$ cat src/rtl/wave_period_meter.sv
// -----------------------------------------------------------------------------
// wave_period_meter
//
// Measures the period of an incoming square wave as the number of clk cycles
// between consecutive accepted rising edges. The count matches the full-cycle
// period used by the tone generator, so a measured value can be fed straight
// back into it.
//
// Ports:
//   clk          system clock
//   rst          synchronous, active-high reset
//   wave_in      asynchronous square-wave input
//   period       last measured period in clk cycles; 0 when silent
//   period_valid one-cycle strobe: period was just updated (measurement or silence)
//   silent       high while no valid periodic input is present
//
// Parameters:
//   MIN_PERIOD   rising edges closer than this (in clk cycles) are glitches
//   MAX_PERIOD   cycles without an accepted rise before the input is declared
//                silent; must be > MIN_PERIOD and < 2^32
// -----------------------------------------------------------------------------
module wave_period_meter #(
    parameter logic [31:0] MIN_PERIOD = 32'd1000,
    parameter logic [31:0] MAX_PERIOD = 32'd50_000_000
) (
    input  logic        clk,
    input  logic        rst,
    input  logic        wave_in,
    output logic [31:0] period,
    output logic        period_valid,
    output logic        silent
);

    typedef enum logic [0:0] {
        IDLE    = 1'b0,
        MEASURE = 1'b1
    } state_t;

    state_t      state_r;
    logic        s1_r;
    logic        s2_r;
    logic        s3_r;
    logic [1:0]  warm_r;
    logic [31:0] cnt_r;
    logic        rise_s;

    // Rising edge of the synchronised input. The history flop only holds a
    // genuine sample three cycles after reset; until then a level that was
    // already high at reset release would look like an edge, so it is masked.
    always_comb begin
        rise_s = s2_r & ~s3_r & (warm_r == 2'd3);
    end

    // Synchroniser, warm-up counter and measurement state machine.
    always_ff @(posedge clk) begin
        if (rst) begin
            s1_r         <= 1'b0;
            s2_r         <= 1'b0;
            s3_r         <= 1'b0;
            warm_r       <= 2'd0;
            cnt_r        <= 32'd0;
            state_r      <= IDLE;
            period       <= 32'd0;
            period_valid <= 1'b0;
            silent       <= 1'b1;
        end else begin
            s1_r <= wave_in;
            s2_r <= s1_r;
            s3_r <= s2_r;

            if (warm_r != 2'd3) begin
                warm_r <= warm_r + 2'd1;
            end else begin
                warm_r <= warm_r;
            end

            // Strobe defaults low; only an update below raises it.
            period_valid <= 1'b0;

            case (state_r)
                IDLE: begin
                    // First edge only establishes the reference point.
                    if (rise_s) begin
                        cnt_r   <= 32'd1;
                        state_r <= MEASURE;
                    end else begin
                        cnt_r   <= 32'd0;
                        state_r <= IDLE;
                    end
                end

                MEASURE: begin
                    // An accepted rise takes precedence over the timeout, so
                    // a rise landing exactly at MAX_PERIOD is still measured.
                    if (rise_s && (cnt_r >= MIN_PERIOD)) begin
                        period       <= cnt_r;
                        period_valid <= 1'b1;
                        silent       <= 1'b0;
                        cnt_r        <= 32'd1;
                        state_r      <= MEASURE;
                    end else if (rise_s) begin
                        // Too close to the reference edge: glitch, keep counting.
                        cnt_r   <= cnt_r + 32'd1;
                        state_r <= MEASURE;
                    end else if (cnt_r >= MAX_PERIOD) begin
                        period       <= 32'd0;
                        period_valid <= 1'b1;
                        silent       <= 1'b1;
                        cnt_r        <= 32'd0;
                        state_r      <= IDLE;
                    end else begin
                        cnt_r   <= cnt_r + 32'd1;
                        state_r <= MEASURE;
                    end
                end

                default: begin
                    cnt_r   <= 32'd0;
                    state_r <= IDLE;
                end
            endcase
        end
    end

endmodule

$ cat config.mk
export PLATFORM = sky130hd
export DESIGN_NAME = wave_period_meter
export DESIGN_NICKNAME = d
export VERILOG_FILES = /design/src/rtl/wave_period_meter.sv
export SDC_FILE = /design/constraint.sdc
export NUM_CORES = 1
export LEC_CHECK = 0
export ABC_AREA = 1
export ABC_CLOCK_PERIOD_IN_PS = 2300
export CAP_MARGIN = 20
export CORE_MARGIN = 3
export CORE_UTILIZATION = 45
export DETAILED_ROUTE_END_ITERATION = 10
export PLACE_DENSITY = 0.67
export SETUP_SLACK_MARGIN = 0.5
export SYNTH_ARGS = -nofsm -noshare
export SYNTH_HDL_FRONTEND = slang
export SYNTH_SLANG_ARGS = --single-unit
$ cat constraint.sdc
create_clock -name clk -period 2.3 [get_ports clk]
set_input_delay 0.69 -clock clk [delete_from_list [all_inputs] [get_ports clk]]
set_output_delay 0.69 -clock clk [all_outputs]
set_load 0.02 [all_outputs]
# --- Word level (Yosys, flattened, before mapping) ---
# Index checks and enable logic that the tools add are counted.
word_totals:
  register_bits: 72
  latch_bits: 0
  ramBits: 0
  rom_bits: 0
  inputBits: 3
  out_inout_bits: 34
  wordCells: 43
  mem_count: 0
classes:
  addsub: 2
  multipliers: 0
  div_mod_pow: 0
  n_lt_le_gt_ge: 2
  eq_ne: 3
  shifts: 0
  n_mux: 19
  bitwise_logic: 4
  n_reduce_logical: 4
ops:
  columns: ["cell", "n"]
  rows:
  - ["$mux 32", 6]
  - ["$pmux 32 s2", 1]
  - ["$add 32x1->32 const B", 1]
  - ["$ge 32x10->1 const B", 1]
  - ["$ge 32x26->1 const B", 1]
  - ["$mux 1", 11]
  - ["$reduce_and 3->1", 1]
  - ["$add 2x1->2 const B", 1]
  - ["$and 1x1->1", 2]
  - ["$eq 2x2->1 const B", 1]
  - ["$ne 2x1->1 const B", 1]
  - ["$ne 2x2->1 const B", 1]
  - ["$not 1->1", 2]
  - ["$pmux 1 s2", 1]
  - ["$reduce_bool 2->1", 1]
  - ["$reduce_or 2->1", 1]
  - ["$logic_and 1x1->1", 1]

# --- Longest topological paths before layout ---
# Gate-level depths: netlist of run 1.
depth:
  depth_word: 6
  ltp_mapped: 12
  depth_no_buf: 10

# --- Worst setup path before layout of run 1 ---
# OpenSTA, ideal clock, no wires.
synth_timing:
  path_type: "register -> register"
  start: "reg warm_r[0]"
  end: "reg cnt_r[15]"
  setup_ns: 0.115
  arrival_ns: 1.471
  t_required_ns: 2.185
  path_slack_ns: 0.714
  path_stages_with_launch: 10
  path_buffers: 1
  synth_period_minus_slack_ns: 1.586
  path_cell_list: "dfxtp_1 -> ha_1 -> inv_1 -> nor3_1 -> inv_1 -> nand3_2 -> nand2_1 -> nand2_4 -> buf_8 -> nor2_2"
synth_between:
  elab_chain_len: 5
  word_cells_on_any_way: 6
  cone_classes: "1 x eq/ne; 3 x mux; 1 x bitwise; 1 x reduce/logical"
synth_lines:
  columns: ["element", "line", "text"]
  rows:
  - ["start, declared", "43", "logic [1:0] warm_r;"]
  - ["start signal, assigned", "72", "warm_r <= warm_r + 2'd1;"]
  - ["start signal, assigned", "74", "warm_r <= warm_r;"]
  - ["$eq 2x2->1 (*)", "51", "rise_s = s2_r & ~s3_r & (warm_r == 2'd3);"]
  - ["$and 1x1->1 (*)", "51", null]
  - ["$mux 32 or $logic_and 1x1->1 (tied branches)", "101, 95", null]
  - ["$mux 32 (*)", "95", "if (rise_s && (cnt_r >= MIN_PERIOD)) begin"]
  - ["$pmux 32 s2 (*)", "80", "case (state_r)"]
  - ["end signal, assigned", "103", "cnt_r <= cnt_r + 32'd1;"]
  - ["end signal, assigned", "112", "cnt_r <= cnt_r + 32'd1;"]
  - ["end, declared", "44", "logic [31:0] cnt_r;"]
# Mark *: on every way between the ends. The rest lies on a longest branch, timed or not.
# A chain may end at the register's enable or synchronous reset.

# --- Worst setup path in the final report of run 1 ---
layout_timing:
  start: "reg period[14]"
  end: "out period[14]"
layout_lines:
  columns: ["element", "line", "text"]
  rows:
  - ["start, declared", "29", "output logic [31:0] period,"]
  - ["start signal, assigned", "96", "period <= cnt_r;"]
# No word-level cell between the ends.

==> metrics.txt, run 1 <==
number of placed I/O pins=37; critical-path cell with the highest stage delay=dfxtp_1; Yosys reg bits=72; num rows=29; Async S/R FF share, synth=0%; Synthesis Warnings=0; top cells by area in the synthesized netlist=dfxtp_1, nand2_1, nor2_1, a21oi_1, xor2_1; final critical-path setup slack=0.5790 ns; worst setup skew after layout=0.006371 ns; number of nets at the end of the flow=449; worst r2r path cells=7; number of endpoints with negative hold slack in the final report=0; area share of xor/xnor cells in the synthesized design=5.684%; Final TNS setup=0 ns; total wirelength of the detailed-routed design=6759 microns; worst min path class=flop to flop; crit path from=period[14]$_SDFFE_PP0P_; Adder-Cell Fraction of Synth Area=1.218%; Bufs on Longest Clock Path=2; share of layout cells above drive strength 1=16.96%; area share of the leading cell type in the synthesized netlist=46.77%; largest net degree at the start of global routing=25; final worst path period need=1.721 ns; 1st-iter DRT viols=99; overall die area=7877 sq um; count of pins over their slew limit=0; global-route wire length before repair=11030 microns; Die Span Y=88.76 microns; final estimated routing congestion in global placement=0.8593; clock tree from TritonCTS=done; root cell of the clock tree=clkbuf_8; routed length on met3=249 microns; clock-pin slew of the registers on the worst-case setup and hold paths=0.07 ns; delay contributed by the slowest stage of the critical path=0.35 ns; endpoint class of the critical path=primary output; gr ovfl total=0; setup violation total in the final timing report=0; arrival time of the worst setup path=1.03 ns; run status=finished, final reports clean; half-perimeter wire length after detailed placement=4207 microns; worst path required time=1.61 ns; count of hold-fix buffers inserted at cts=0; maximum ir drop on the vdd rail=446.9 uV; clock sink count=72; Die Width=88.76 microns; Netlist cell types=33; initial antenna violation count=0; Synth Area in Compound Gates=7.592%; share of synthesized area occupied by flip-flops and latches=46.77%; cell leakage power=1.451 nW; number of port buffers=36; Setup Slack @ Placement=0.3645 ns; final worst path period share=74.82%; Mapped Cells=399; maximum operating frequency=581.1 MHz; Pwr Density=605.7 nW/um^2; Detail Route Antenna Nets=0; kind of start point of the critical path=flop; PnR Total Power=2.296 mW; Post-synth EDFFs=0; detailed-router iteration count before antenna repair=4; share of synthesized area spent on multiplexers=0%; routed wire length per instance=12.87 microns; cell chain of the critical path=dlygate4sd2_1; antenna cell count=0; most frequently used cell type in the post-synthesis netlist=nand2_1; Post-synth top cells=nand2_1, dfxtp_1, nor2_1; Overall Global Routing Usage=17.90%; synthesized cell area=3082 sq um; kind of critical path=flop to primary output; total buffers and inverters traversed by the critical path=1; Remaining DRCs=0; minimum setup slack among reg-to-reg paths=0.58 ns; core region area=6495 sq um; P&R area growth vs syn=23.02%; cell depth of the worst setup path=1; post-layout utilization of the core=58.37%; total number of vias=2569; top flip-flop cell by instance count after synthesis=dfxtp_1; TritonCTS Buffers=9; initial cell density of the core=47.45%; number of maximum-capacitance violations=0; uppermost routed layer=met4; worst setup path endpoint=period[14]; met2 wire length=3277 microns; reg2reg start=warm_r[0]$_SDFFE_PP0P_; detailed-route wire length on metal 1=3154 microns; top cell family by delay on the critical path=flip-flops; unrepaired setup endpoints after global routing=yes; cell accounting for the most synthesized area=dfxtp_1; endpoint of the worst register-to-register path=cnt_r[2]$_SDFF_PP0_; worst hold margin=0.4131 ns; # H-tree levels=3; clk_lat worst skew=0.34 ns; largest family of logic cells by synthesized area=simple AND/OR/NAND/NOR gates; average cell area after synthesis=7.724 sq um; post-synthesis simple-gate area fraction=29.96%; top fanout value on the critical path=2; Via density=4.893; vias in the first global route=2460
[registers in the layout, summed over array words and instances (netlist names)]
signal	count
cnt_r	32
period	32
period_valid	1
s1_r	1
s2_r	1
s3_r	1
silent	1
state_r	1
warm_r	2
[cells in the final DEF, fill, tap and decap left out, types with 5 or more instances in the layout]
| cell type | netlist | layout |
|---|---|---|
| clkbuf_8 | 0 | 9 |
| nand4_1 | 5 | 5 |
| o21ai_0 | 5 | 5 |
| conb_1 | 1 | 6 |
| dfxtp_1 | 72 | 60 |
| dfxtp_2 | 0 | 11 |
| nand3_1 | 10 | 10 |
| inv_1 | 35 | 34 |
| a21oi_1 | 30 | 30 |
| nor2_2 | 14 | 20 |
| xor2_1 | 16 | 16 |
| nor3_1 | 6 | 5 |
| dlygate4sd2_1 | 0 | 34 |
| nand2_1 | 110 | 106 |
| nor2_1 | 53 | 46 |
[metal layers]
layer,vias to the layer above,GRT usage [%]
met5,-,0
met4,0,6.181
met3,8,5.028
met2,45,29.28
met1,1190,22.62
li1,1326,-
[logic make-up after synthesis]
group,after synthesis
xor gates and xnor gates,20
buffers and inverters,51
AOI/OAI and AO/OA,42
DFF,72
and+or+nand+nor,210
other,1
adders and majority gates,3
[how the worst min path moves through the flow]
stage                    startpoint               to  slack [ns]  depth (start not counted)
floorplan           s1_r$_SDFF_PP0_  s2_r$_SDFF_PP0_        0.39                          2
global placement    s1_r$_SDFF_PP0_  s2_r$_SDFF_PP0_        0.39                          2
detailed placement  s1_r$_SDFF_PP0_  s2_r$_SDFF_PP0_        0.40                          2
CTS                 s1_r$_SDFF_PP0_  s2_r$_SDFF_PP0_        0.41                          2
global route        s1_r$_SDFF_PP0_  s2_r$_SDFF_PP0_        0.42                          2
finish              s1_r$_SDFF_PP0_  s2_r$_SDFF_PP0_        0.41                          2
[power by group]
group	switching, mW	internal [mW]	total (mW)
Sequential	0.0117	1.26	1.28
Combinational	0.0418	0.0227	0.0645
Clock	0.461	0.495	0.956
[repair_timing]
item,4_1_cts,5_1_grt
buffers inserted,1,2
pin swaps,1,7
gates resized for setup,39,32
cloned,1,1
setup endpoints to repair,90,58
[layout make-up]
class                      count  area, sq um
multi-input combinational    283         1516
inverter                      35        131.4
timing repair buffer          42        400.4
clock buffer                  10        127.6
sequential                    72         1459
tap                           77        96.34
fill                         612         2704
clock inverter                 6        60.06
[metrics by stage]
stage	instance area, sq um	cells
CTS	3662	522
detailed placement	3457	504
global placement	3457	504
finish	3791	525
global route	3791	525
floorplan	3100	404
(Power assumes the default switching activity.)
==> inputs of run 2 (changes only) <==
ABC_CLOCK_PERIOD_IN_PS = 1400   (was 2300)
PLACE_DENSITY = 0.69   (was 0.67)
clock period = 1.4 ns   (was 2.3 ns; I/O delays follow)
==> run 2 against run 1 <==
Compared with the run above:
- the run now ends with negative setup slack left
- power is 73% higher
- clock-buffer cell count is 4 higher
- cell area is 35% higher
- via count is 18% higher
- clock skew is 0.0044 ns higher
- first-iteration DRC count is 31% higher
- combinational power grew to 3.0 times the previous value
- global-route usage is 3.2 points higher
- die area stayed put
- utilization is 20 points higher
- final cell count is 17% higher
- sequential power is 63% higher
- critical path type is now flop to flop
- largest cell class unchanged
- highest routed layer unchanged
==> metrics.txt, run 2 (synthesized netlist as in run 1, its figures left out) <==
detailed-router iteration count before antenna repair=4 (unchanged); vias in the first global route=2812 (+14%); kind of critical path=flop to flop; total number of vias=3043 (+18%); Remaining DRCs=0 (unchanged); hold-critical path depth=2 (unchanged); Die Span Y=88.76 microns (unchanged); P&R area growth vs syn=65.98%; unrepaired setup endpoints after global routing=yes; registers with the most flip-flops=cnt_r (32), period (32), warm_r (2); endpoint class of the critical path=flop; arrival time of the worst setup path=1.95 ns (+0.92 ns); largest net degree at the start of global routing=21 (-16%); minimum setup slack among reg-to-reg paths=-0.29 ns (-0.87 ns); 1st-iter DRT viols=130 (+31%); top fanout value on the critical path=6 (+4); post-layout utilization of the core=78.75% (+20 points); count of pins over their slew limit=0 (unchanged); critical-path cell with the highest stage delay=dfxtp_2; worst setup skew after layout=0.01077 ns (+0.004398 ns); number of maximum-capacitance violations=0 (unchanged); final worst path period share=120.5%; final estimated routing congestion in global placement=0.9539 (+11%); number of endpoints with negative hold slack in the final report=0 (unchanged); maximum operating frequency=592.9 MHz; number of nets at the end of the flow=536 (+19%); share of layout cells above drive strength 1=62.62% (+46 points); leading cell types in the layout, fill and taps excluded=buf_4, nand2_1, dfxtp_2, buf_6, nor2_1; clk_lat worst skew=0.35 ns (about the same); initial cell density of the core=47.45% (unchanged); Bufs on Longest Clock Path=2 (unchanged); worst hold margin=0.4132 ns (+0.0001150 ns); clock tree from TritonCTS=done; total wirelength of the detailed-routed design=9011 microns (+33%); initial antenna violation count=0 (unchanged); filler cell count=399 (-35%); kind of start point of the critical path=flop; endpoint of the worst register-to-register path=period[26]$_SDFFE_PP0P_; Pwr Density=775.2 nW/um^2 (+28%); cell chain of the critical path=nor2_1 -> nand2_1 -> nor2_1 -> nand2_2 -> nor2_2 -> nand2_2 -> nand3_4 -> clkbuf_16 -> nand2_2 -> a21oi_1; routed wire length per instance=14.72 microns (+14%); # H-tree levels=3 (unchanged); run status=finished, violations left; gr ovfl total=0 (unchanged); count of hold-fix buffers inserted at cts=0 (unchanged); delay contributed by the slowest stage of the critical path=0.37 ns (+0.02 ns); Overall Global Routing Usage=21.11% (+3.2 points); clock-pin slew of the registers on the worst-case setup and hold paths=0.07 ns (about the same); worst r2r path cells=10 (+3); overall die area=7877 sq um (unchanged); clock sink count=72 (unchanged); global-route wire length before repair=12750 microns (+16%); TritonCTS Buffers=9 (unchanged); antenna cell count=0 (unchanged); # placed instances=562 (+12%); worst path required time=1.66 ns (+0.05 ns); half-perimeter wire length after detailed placement=4880 microns (+16%); PnR Total Power=3.965 mW (+73%); commonest non-fill, non-tap cell in the layout=buf_4; final std cells w/o fill=612 (+17%); number of placed I/O pins=37 (unchanged); Worst Hold End=s2_r$_SDFF_PP0_; final critical-path setup slack=-0.2865 ns (-0.8656 ns); setup violation total in the final timing report=61 (+61); top cell family by delay on the critical path=simple AND/OR/NAND/NOR gates; maximum ir drop on the vdd rail=583.5 uV (+31%); worst min path class=flop to flop; Die Width=88.76 microns (unchanged); reg2reg start=cnt_r[12]$_SDFF_PP0_; cell leakage power=1.996 nW (+38%); Via density=4.972 (+1.6%); root cell of the clock tree=clkbuf_8; total buffers and inverters traversed by the critical path=1 (unchanged); num rows=29 (unchanged); Detail Route Antenna Nets=0 (unchanged); core region area=6495 sq um (unchanged); final worst path period need=1.687 ns; cell occurring most often along the worst timing path=nand2_2; Final TNS setup=-10.78 ns (-10.78 ns); Worst Min Path Start=s1_r$_SDFF_PP0_; violated checks=negative setup slack; number of port buffers=36 (unchanged)
[run 2: changes by cell type in the layout (fill, tap and decap cells not counted), moves of 11 or more]
cell / previous run / this run
nor2_4: 3 / 14
a21oi_1: 30 / 18
dfxtp_2: 11 / 57
buf_6: 0 / 38
a21oi_2: 4 / 16
buf_4: 3 / 80
nand2_2: 4 / 33
dfxtp_1: 60 / 5
nor2_1: 46 / 35
nand2_1: 106 / 69
dlygate4sd2_1: 34 / 1
[run 2: worst max-delay path by stage]
stage	endpoint	slack, ns	start	depth (start not counted)
2_1_floorplan	cnt_r[20]$_SDFF_PP0_	-0.06	cnt_r[0]$_SDFF_PP0_	8
3_3_place_gp	cnt_r[2]$_SDFF_PP0_	-0.23	rst	4
3_5_place_dp	cnt_r[2]$_SDFF_PP0_	-0.26	rst	4
4_1_cts	period[21]$_SDFFE_PP0P_	-0.11	cnt_r[30]$_SDFF_PP0_	10
5_1_grt	period[26]$_SDFFE_PP0P_	-0.36	cnt_r[28]$_SDFF_PP0_	10
6_report	period[26]$_SDFFE_PP0P_	-0.29	cnt_r[12]$_SDFF_PP0_	10
[run 2: final cells by class]
cell class,count,area (sq um),share of cell area [%]
clock inverters,2,37.54,0.7339
multi-input cells,283,1894,37.04
flip-flops and latches,72,1550,30.31
inverters,35,131.4,2.568
repair buffers,129,1242,24.29
clock buffers,14,162.7,3.180
well taps,77,96.34,1.884
[run 2: what timing repair did]
action,in CTS,in global routing
buffers inserted,11,17
cloned,2,4
resized for setup,290,97
setup endpoints to repair,100,97
pin swaps,19,29
[run 2: stage by stage]
| step | setup WS [ns] | cell area (sq um) |
|---|---|---|
| floorplan | -0.06312 | 3218 |
| global placement | -0.2315 | 4030 |
| detailed placement | -0.2628 | 4030 |
| CTS | -0.1130 | 4594 |
| global route | -0.3612 | 5115 |
| finish | -0.2865 | 5115 |
[run 2: power by group]
part / switching, mW / leakage (nW) / internal, mW / total [mW]
registers: 0.0269 / 0.616 / 2.06 / 2.09
logic: 0.102 / 1.28 / 0.0910 / 0.193
clock network: 0.758 / 0.0969 / 0.924 / 1.68
[run 2: per-layer routing]
layer  global-route usage (%)  vias up  routed length [microns]
met1                    25.98     1452                     3822
met3                    5.400       15                      427
met4                    8.516        0                      155
met2                    35.09       75                     4605
li1                         -     1501                        -
met5                        0        -                        0
[run 2: worst min-delay path, stage by stage, from the launching register on]
cell and delay [ns]:
dfxtp_1 0.30, inv_1 0.04, nor2_1 0.03
==> inputs of run 3 (changes only) <==
CAP_MARGIN = not set   (was 20)
==> results of run 3 <==
Same layout as run 2: the final DEF is identical, and so are final timing and power.
